## config.mk

```make
export PLATFORM = sky130hd
export DESIGN_NAME = frame_mem_arbiter
export DESIGN_NICKNAME = d
export VERILOG_FILES = /design/src/rtl/frame_mem_arbiter.sv
export SDC_FILE = /design/constraint.sdc
export NUM_CORES = 1
export LEC_CHECK = 0
export CORE_ASPECT_RATIO = 2
export CORE_MARGIN = 4
export CORE_UTILIZATION = 53
export CTS_CLUSTER_SIZE = 25
export DETAILED_ROUTE_END_ITERATION = 8
export PLACE_DENSITY = 0.79
export SYNTH_ARGS = -nofsm -noshare
export SYNTH_HDL_FRONTEND = slang
export SYNTH_SLANG_ARGS = --single-unit
```

## constraint.sdc

```tcl
create_clock -name iClock -period 2.8 [get_ports iClock]
set_clock_uncertainty 0.15 [all_clocks]
set_input_delay 0.28 -clock iClock [delete_from_list [all_inputs] [get_ports iClock]]
set_output_delay 0.28 -clock iClock [all_outputs]
set_load 0.01 [all_outputs]
```

## src/rtl/frame_mem_arbiter.sv

```systemverilog
// frame_mem_arbiter: shares the single-port frame memory between a buffered
// pixel writer (no backpressure) and a req/ack blob-scan reader. Writes win
// until they have held off a waiting read for MAX_WR_BURST consecutive grants.
module frame_mem_arbiter #(
  parameter int unsigned ADDR_W       = 15,
  parameter int unsigned DATA_W       = 4,
  parameter int unsigned WBUF_DEPTH   = 4,
  parameter int unsigned MAX_WR_BURST = 8,
  parameter int unsigned RD_LATENCY   = 2
) (
  input  logic                        iClock,
  input  logic                        iReset,
  input  logic                        iWrReq,
  input  logic [ADDR_W-1:0]           iWrAddr,
  input  logic [DATA_W-1:0]           iWrData,
  input  logic                        iRdReq,
  input  logic [ADDR_W-1:0]           iRdAddr,
  output logic                        oRdAck,
  output logic                        oRdValid,
  output logic [DATA_W-1:0]           oRdData,
  output logic [ADDR_W-1:0]           oMemAddr,
  output logic [DATA_W-1:0]           oMemData,
  output logic                        oMemRdEn,
  output logic                        oMemWrEn,
  input  logic [DATA_W-1:0]           iMemQ,
  output logic [$clog2(WBUF_DEPTH):0] oWrLevel,
  output logic                        oOverflow,
  output logic                        oBusy
);

  localparam int unsigned PTR_W    = $clog2(WBUF_DEPTH);
  localparam int unsigned LVL_W    = PTR_W + 1;
  localparam int unsigned STREAK_W = $clog2(MAX_WR_BURST + 1);

  typedef struct packed {
    logic [ADDR_W-1:0] addr;
    logic [DATA_W-1:0] data;
  } wr_entry_t;

  typedef enum logic [1:0] {
    GNT_IDLE = 2'd0,
    GNT_WR   = 2'd1,
    GNT_RD   = 2'd2
  } gnt_e;

  wr_entry_t             fifo_mem [WBUF_DEPTH];
  wr_entry_t             head;
  logic [PTR_W-1:0]      wr_ptr;
  logic [PTR_W-1:0]      rd_ptr;
  logic [LVL_W-1:0]      level;
  logic [STREAK_W-1:0]   wr_streak;
  logic [RD_LATENCY-1:0] rd_vld;
  logic                  overflow;
  logic [ADDR_W-1:0]     addr_hold;
  logic [DATA_W-1:0]     data_hold;
  gnt_e                  gnt;
  logic                  fifo_empty;
  logic                  fifo_full;
  logic                  push;
  logic                  pop;

  assign head       = fifo_mem[rd_ptr];
  assign fifo_empty = (level == '0);
  assign fifo_full  = (level == LVL_W'(WBUF_DEPTH));
  assign pop        = (gnt == GNT_WR);
  // A full FIFO still accepts a pixel when the head drains in the same cycle.
  assign push       = iWrReq && (!fifo_full || pop);

  // Grant decision: buffered write first, unless a waiting read has hit the burst limit.
  always_comb begin
    gnt = GNT_IDLE;
    if (!iReset) begin
      if (!fifo_empty && (!iRdReq || (wr_streak < STREAK_W'(MAX_WR_BURST)))) begin
        gnt = GNT_WR;
      end else if (iRdReq) begin
        gnt = GNT_RD;
      end
    end
  end

  // Memory-side drive for the granted requester; address/data hold when idle.
  always_comb begin
    oMemWrEn = 1'b0;
    oMemRdEn = 1'b0;
    oRdAck   = 1'b0;
    oMemAddr = addr_hold;
    oMemData = data_hold;
    case (gnt)
      GNT_WR: begin
        oMemWrEn = 1'b1;
        oMemAddr = head.addr;
        oMemData = head.data;
      end
      GNT_RD: begin
        oMemRdEn = 1'b1;
        oRdAck   = 1'b1;
        oMemAddr = iRdAddr;
      end
      default: ;
    endcase
  end

  // Write FIFO storage; stale entries are harmless because pointers are reset.
  always_ff @(posedge iClock) begin
    if (push) begin
      fifo_mem[wr_ptr] <= '{addr: iWrAddr, data: iWrData};
    end
  end

  // FIFO pointers, occupancy and sticky drop flag.
  always_ff @(posedge iClock) begin
    if (iReset) begin
      wr_ptr   <= '0;
      rd_ptr   <= '0;
      level    <= '0;
      overflow <= 1'b0;
    end else begin
      if (push) begin
        wr_ptr <= wr_ptr + PTR_W'(1);
      end
      if (pop) begin
        rd_ptr <= rd_ptr + PTR_W'(1);
      end
      case ({push, pop})
        2'b10:   level <= level + LVL_W'(1);
        2'b01:   level <= level - LVL_W'(1);
        default: ;
      endcase
      if (iWrReq && !push) begin
        overflow <= 1'b1;
      end
    end
  end

  // Consecutive write grants taken while a read waits, saturating at the burst limit.
  always_ff @(posedge iClock) begin
    if (iReset) begin
      wr_streak <= '0;
    end else if (!iRdReq || (gnt == GNT_RD)) begin
      wr_streak <= '0;
    end else if ((gnt == GNT_WR) && (wr_streak < STREAK_W'(MAX_WR_BURST))) begin
      wr_streak <= wr_streak + STREAK_W'(1);
    end
  end

  // Read-return valid pipeline aligned with the memory latency.
  always_ff @(posedge iClock) begin
    if (iReset) begin
      rd_vld <= '0;
    end else begin
      rd_vld[0] <= (gnt == GNT_RD);
      for (int unsigned i = 1; i < RD_LATENCY; i++) begin
        rd_vld[i] <= rd_vld[i-1];
      end
    end
  end

  // Last driven address/data, held on the memory bus during idle cycles.
  always_ff @(posedge iClock) begin
    if (iReset) begin
      addr_hold <= '0;
      data_hold <= '0;
    end else begin
      addr_hold <= oMemAddr;
      data_hold <= oMemData;
    end
  end

  assign oRdValid  = rd_vld[RD_LATENCY-1];
  assign oRdData   = oRdValid ? iMemQ : '0;
  assign oWrLevel  = level;
  assign oOverflow = overflow;
  assign oBusy     = !fifo_empty || (|rd_vld);

endmodule
```

==> impl_metrics.csv, run 1 <==
group,metric,value,unit
outcome,outcome,"complete, no violations",
logic_synthesis,synthTopCellsByArea,"edfxtp_1, dfxtp_1, mux2i_1, nor2b_1, o221ai_1",
timing,final_max_slew_viol_count,0,
cells_and_area,final_common_cell,"edfxtp_1",
die,die-area,10300,µm²
timing,min_period,2760,ps
logic_synthesis,synth_xor_area_frac,0.00952,
die,start_util,0.551,
grt,grt_pass1_vias,3050,
routing,dr_total_vias,2943,
logic_synthesis,syn_nets,371,
critical_path,crit_path_end_kind,"output port",
logic_synthesis,synth.yosys.seq_area_share,0.649,
die,die_w,73.9,µm
logic_synthesis,syn_area,4600,µm²
logic_synthesis,synthAdderAreaFrac,0.0234,
critical_path,crit_fanout,5,
flow_run,maxCapViolCount,0,
timing,setup_viol,0,
hold_path,whs_path_depth,1,
critical_path,rrSetupSlack,220,ps
routing,drt-pass1-iter-count,4,
timing,hold_ws,316,ps
routing,initialDrtViolationCount,120,
clocking,worstSkewPairLatency,340,ps
clocking,clock_path_buffers,2,
cells_and_area,fill_cells,533,
critical_path,crit_end,"oMemAddr[14]",
routing,wl_per_cell,19.0,µm
cells_and_area,area_delta_synth_final,33.4,%
critical_path,timing.rr.start,"oWrLevel[0]",
die,core,8350,µm²
critical_path,cp.arrival,2330,ps
cells_and_area,fin_nets,465,
cells_and_area,diodes,0,
critical_path,worst_setup_path_start_kind,"flip-flop",
logic_synthesis,synthArstFlopShare,0,
power,p_total,5850,µW
cells_and_area,post_route_cells_drive_above_1_share,0.224,
grt,gr-total-overflow,0,
timing,hold_viol,0,
grt,grt_max_degree,31,
clocking,clk_pin_slew,70,ps
grt,antenna_found_initial,0,
logic_synthesis,synth_edf_count,76,
clocking,cts_made_buffers,9,
die,pin_count,74,
timing,fmax,362,MHz
critical_path,required,2370,ps
critical_path,r2r_cells,8,
power,p_leak,0.00210,µW
power,power_density,953,nW/µm²
logic_synthesis,yosys_warnings,0,
hold_path,hp-class,"reg2reg",
placement,dp_hpwl,6.47,mm
logic_synthesis,yosys.area_share.simple,0.128,
hold_path,hp-start,"rd_vld[0]",
timing,rsz0062_at_grt,"yes",
cells_and_area,fin_cells,518,
logic_synthesis,synth_compound_area_frac,0.0599,
power,ir_worst_vdd,0.658,mV
logic_synthesis,synthCells,321,
timing,relSlewSlack,0.704,
routing,drt-total-wl,9.84,mm
cells_and_area,mostFrequentLayoutCells,"edfxtp_1, clkdlybuf4s50_1, nor2b_1, mux2i_1, dfxtp_1",
logic_synthesis,avgSynthCellArea,14.3,µm²
placement,port_buffers,73,
clocking,cts_tree,"built",
critical_path,cp-startpoint,"oWrLevel[0]",
logic_synthesis,ys_ff_latch,111,
grt,grt_first_pass_wirelength,14.9,mm
die,die_h,140,µm
placement,dp.cells,498,
logic_synthesis,synth-main-ff-cell,"edfxtp_1",
die,num_rows,47,
logic_synthesis,synthMuxAreaShare,0.100,
routing,via_per_inst,5.68,
logic_synthesis,synth_top_area_frac,0.496,
clocking,h-tree-depth,3,
grt,grtUsageTotal,0.195,
critical_path,worstSetupPathType,"reg2out",
critical_path,reg2reg_to,"fifo_mem[2][14]",
timing,tightest_slew,444,ps
timing,timing.final.crit_share,0.986,
logic_synthesis,synthDistinctLibCells,36,
clocking,root_buffer,"clkbuf_16",
routing,drc_errors,0,
placement,place.gp.congestion,0.791,
logic_synthesis,yosys.area.top_type,"edfxtp_1",
logic_synthesis,synth_top_family_by_area,"simple AND/OR/NAND/NOR gates",
routing,ant_nets,0,
clocking,cts_sinks,111,
-- worst min path at each step --
stage	end	slack, ps
after floorplan	fifo_mem[0][0]	230
after global placement	rd_vld[1]	300
after detailed placement	rd_vld[1]	310
after CTS	rd_vld[1]	320
after global routing	rd_vld[1]	330
final	rd_vld[1]	320
-- sequential cells by signal (all words and copies together) (netlist names), named ones only --
name and count:
oOverflow 1, oWrLevel 3, rd_vld 2, data_hold 4
fifo_mem 76, addr_hold 15, rd_ptr 2, wr_streak 4
wr_ptr 2
-- metrics by stage --
step | setup TNS, ps | utilization | setup WS, ps | cell area, µm²
after global placement | -15190 | 0.672 | -198 | 5610
after global routing | -267 | 0.735 | -96.5 | 6140
after detailed placement | -16500 | 0.672 | -220 | 5610
final | 0 | 0.735 | 38.3 | 6140
after CTS | -238 | 0.709 | -237 | 5920
after floorplan | 0 | - | 50.5 | 4600
-- final cells by class --
cell class,instances,area (µm²),area share
sequential,111,2990,0.487
timing repair buffer,102,1070,0.174
clock inverter,4,25.0,0.00408
clock buffer,12,268,0.0436
multi-input combinational,184,1640,0.267
tap,98,123,0.0200
inverter,7,26.3,0.00428
-- timing repair --
action | CTS | global route
resized for setup | 23 | 50
endpoints found under the setup margin | 96 | 19
setup buffers | 0 | 2
pin swaps | 1 | 4
hold buffers | 0 | 0
gates cloned | 0 | 2
-- cell families (layout without fill, tap and decap cells) --
family	Yosys count	after routing
compound gates	42	42
xor+xnor	5	5
fa+ha+maj	8	8
buf+inv	26	125
flops	111	111
mux	39	39
simple gates	90	90
-- worst max-delay path: stages (launching register included) --
cell and delay (ps):
dfxtp_2 330, nor3_2 50, buf_4 140, a211oi_4 260, ha_4 200, nand2_2 120
buf_4 200, o221ai_1 230, nor2b_2 200, clkdlybuf4s15_1 250
-- where the power goes --
part	total, µW	internal (µW)	switching (µW)	leakage (µW)
Sequential	2100	2010	92.3	0.000985
Clock	1230	681	545	0.000142
Combinational	2520	1340	1180	0.000972
Total	5850	4030	1820	0.00210
-- synthesized netlist by cell type (2+ instances only) --
| master | n |
|---|---|
| nand3_1 | 2 |
| mux2_4 | 4 |
| nand2b_1 | 2 |
| inv_1 | 7 |
| nor2_1 | 10 |
| clkbuf_1 | 7 |
| and2_1 | 4 |
| buf_2 | 4 |
| dfxtp_1 | 35 |
| xor2_1 | 2 |
| a211oi_1 | 2 |
| buf_4 | 4 |
| mux4_2 | 4 |
| o21ai_0 | 4 |
| buf_6 | 3 |
| nand2_1 | 6 |
| a21oi_1 | 20 |
| o221ai_1 | 15 |
| xnor2_1 | 3 |
| ha_1 | 7 |
| nor2b_1 | 34 |
| or3_1 | 2 |
| edfxtp_1 | 76 |
| mux2i_1 | 31 |
| and3_1 | 4 |
| nand3b_1 | 2 |
| nor2b_4 | 4 |
| nor3b_1 | 15 |
-- per-layer routing --
layer	part of all wire	vias up	wire length (µm)	track usage
li1	-	1372	-	-
met1	0.35	1475	3410	0.201
met2	0.59	79	5760	0.360
met3	0.043	17	424	0.0404
met4	0.024	0	240	0.0860
met5	0	-	0	0
No activity file was read; power rests on OpenSTA's default activity.
==> inputs of run 2 (changes only) <==
--- a/config.mk
+++ b/config.mk
@@ -6,7 +6,6 @@
 export NUM_CORES = 1
 export LEC_CHECK = 0
 export CORE_ASPECT_RATIO = 2
-export CORE_MARGIN = 4
 export CORE_UTILIZATION = 53
 export CTS_CLUSTER_SIZE = 25
 export DETAILED_ROUTE_END_ITERATION = 8
==> run 2 against run 1 <==
Flip-flop and latch count is the same. Combinational power shrank 7%. Critical path depth grew 1. Power shrank 4.1%. Global-route usage grew 3.7 points. Utilization shrank 1.2 points. Cell area shrank 1.7%. Hold slack gained 2.7 ps. Register-to-register slack lost 20 ps. Largest power group unchanged.
==> impl_metrics.csv, run 2 (synthesis gave the netlist of run 1 again) <==
group,metric,value,unit
critical_path,required,2370,ps
power,ir_worst_vdd,0.654,mV
critical_path,worstSetupPathType,"reg2out",
critical_path,cp.arrival,2280,ps
power,p_total,5610,µW
cells_and_area,fin_nets,463,
grt,gr-total-overflow,0,
placement,place_area,5630,µm²
grt,grt_max_degree,31,
die,num_rows,47,
placement,dp_hpwl,6.48,mm
timing,timing.final.crit_share,0.967,
hold_path,whs_path_depth,1,
clocking,cts_sinks,111,
grt,grt_pass1_vias,2945,
cells_and_area,largest_register,"fifo_mem",
critical_path,timing.rr.start,"oWrLevel[0]",
die,pin_count,74,
routing,via_per_inst,5.58,
cells_and_area,fin_cells,516,
timing,final_max_slew_viol_count,0,
clocking,cts_tree,"built",
die,die_w,67.9,µm
placement,place.gp.congestion,0.741,
power,power_density,930,nW/µm²
clocking,worstSkewPairLatency,350,ps
cells_and_area,largest_reg_flops,76,
timing,min_period,2710,ps
placement,port_buffers,73,
clocking,cts_made_buffers,9,
power,p_leak,0.00206,µW
clocking,hold_buffers,0,
hold_path,hp-class,"reg2reg",
grt,grt_first_pass_wirelength,14.8,mm
timing,fmax,369,MHz
cells_and_area,mostFrequentLayoutCells,"edfxtp_1, clkdlybuf4s50_1, mux2i_1, dfxtp_1, nor2b_1",
routing,drt-total-wl,9.55,mm
die,die-area,9070,µm²
placement,place_ws,-220,ps
timing,worst_slack,92.6,ps
hold_path,whs_endpoint,"rd_vld[1]",
critical_path,rrSetupSlack,200,ps
timing,setup_viol,0,
critical_path,crit_path_end_kind,"output port",
routing,dr_total_vias,2878,
critical_path,crit_fanout,6,
routing,ant_nets,0,
outcome,outcome,"complete, no violations",
cells_and_area,fin_area,6030,µm²
routing,wl_per_cell,18.5,µm
critical_path,reg2reg_to,"oWrLevel[2]",
routing,drc_errors,0,
routing,drt-pass1-iter-count,4,
cells_and_area,diodes,0,
grt,grtUsageTotal,0.232,
critical_path,r2r_cells,10,
die,core,8350,µm²
cells_and_area,reg_top3,"fifo_mem (76), addr_hold (15)",
hold_path,hp-start,"rd_vld[0]",
grt,antenna_found_initial,0,
die,start_util,0.551,
timing,hold_viol,0,
critical_path,worst_setup_path_start_kind,"flip-flop",
timing,tightest_slew,441,ps
clocking,clk_pin_slew,70,ps
placement,dp.cells,500,
cells_and_area,fill_cells,567,
die,die_h,134,µm
routing,initialDrtViolationCount,114,
timing,relSlewSlack,0.706,
cells_and_area,post_route_cells_drive_above_1_share,0.201,
clocking,h-tree-depth,3,
clocking,root_buffer,"clkbuf_16",
flow_run,maxCapViolCount,0,
timing,rsz0062_at_grt,"yes",
cells_and_area,area_delta_synth_final,31.2,%
timing,hold_ws,319,ps
cells_and_area,final_common_cell,"edfxtp_1",
clocking,clock_path_buffers,2,
-- run 2: cell count changes in the layout (fill, tap and decap cells not counted), moves of 3 or more --
cell	change
a21oi_2	-6
clkbuf_1	+3
clkdlybuf4s15_1	-5
a21oi_1	+6
dlygate4sd2_1	+6
-- run 2: where the power goes --
part,internal [µW],switching (µW)
clock network,633,536
registers,2010,97.0
logic,1230,1100
total,3870,1740
-- run 2: layer usage --
layer	GRT usage	part of all wire	vias up
met3	0.0454	0.032	12
met4	0.117	0.019	0
met2	0.409	0.59	68
met1	0.252	0.36	1426
met5	0	0	-
li1	-	-	1372
-- run 2: cell type report --
cell class / count / area (µm²) / area share
Inverter: 7 / 26.3 / 0.00435
Clock buffer: 14 / 254 / 0.0421
Sequential cell: 111 / 2990 / 0.495
Timing Repair Buffer: 100 / 1010 / 0.168
Clock inverter: 2 / 17.5 / 0.00290
Multi-Input combinational cell: 184 / 1610 / 0.267
Tap cell: 98 / 123 / 0.0203
-- run 2: how the worst max path moves through the flow --
stage / from / end / cells after the start
finish: oWrLevel[0] / oMemAddr[10] / 10
global route: oWrLevel[0] / oMemAddr[14] / 10
CTS: oWrLevel[0] / oMemData[2] / 7
detailed placement: iRdReq / oMemAddr[4] / 8
global placement: iRdReq / oMemAddr[3] / 8
floorplan: oWrLevel[0] / oWrLevel[2] / 10
-- run 2: timing repair --
| action | 4_1_cts | 5_1_grt |
|---|---|---|
| buffers inserted | 0 | 1 |
| resized for setup | 27 | 30 |
| setup endpoints to repair | 20 | 19 |
| endpoints found under the hold margin | 0 | 0 |
| gates cloned | 0 | 0 |
| pin swaps | 2 | 1 |
-- run 2: critical path, cell delays in order, from the launching register on --
cell and delay (ps):
dfxtp_2 340, nor3_2 40, buf_4 140, a211oi_4 220, inv_1 80, ha_2 210, buf_4 160, a21oi_1 160
o221ai_1 140, nor2b_1 150, dlygate4sd2_1 280
-- run 2: metrics by stage --
| step | TNS [ps] | util |
|---|---|---|
| floorplan | 0 | - |
| global placement | -9980 | 0.674 |
| detailed placement | -10680 | 0.674 |
| CTS | 0 | 0.709 |
| global route | -108 | 0.723 |
| finish | 0 | 0.723 |
==> inputs of run 3 (changes only) <==
--- a/config.mk
+++ b/config.mk
@@ -5,10 +5,12 @@
 export SDC_FILE = /design/constraint.sdc
 export NUM_CORES = 1
 export LEC_CHECK = 0
+export ABC_AREA = 0
 export CORE_ASPECT_RATIO = 2
 export CORE_UTILIZATION = 53
 export CTS_CLUSTER_SIZE = 25
 export DETAILED_ROUTE_END_ITERATION = 8
+export GPL_TIMING_DRIVEN = 1
 export PLACE_DENSITY = 0.79
 export SYNTH_ARGS = -nofsm -noshare
 export SYNTH_HDL_FRONTEND = slang
==> results of run 3 <==
Same layout as run 2: the final DEF is identical, and so are final timing and power.
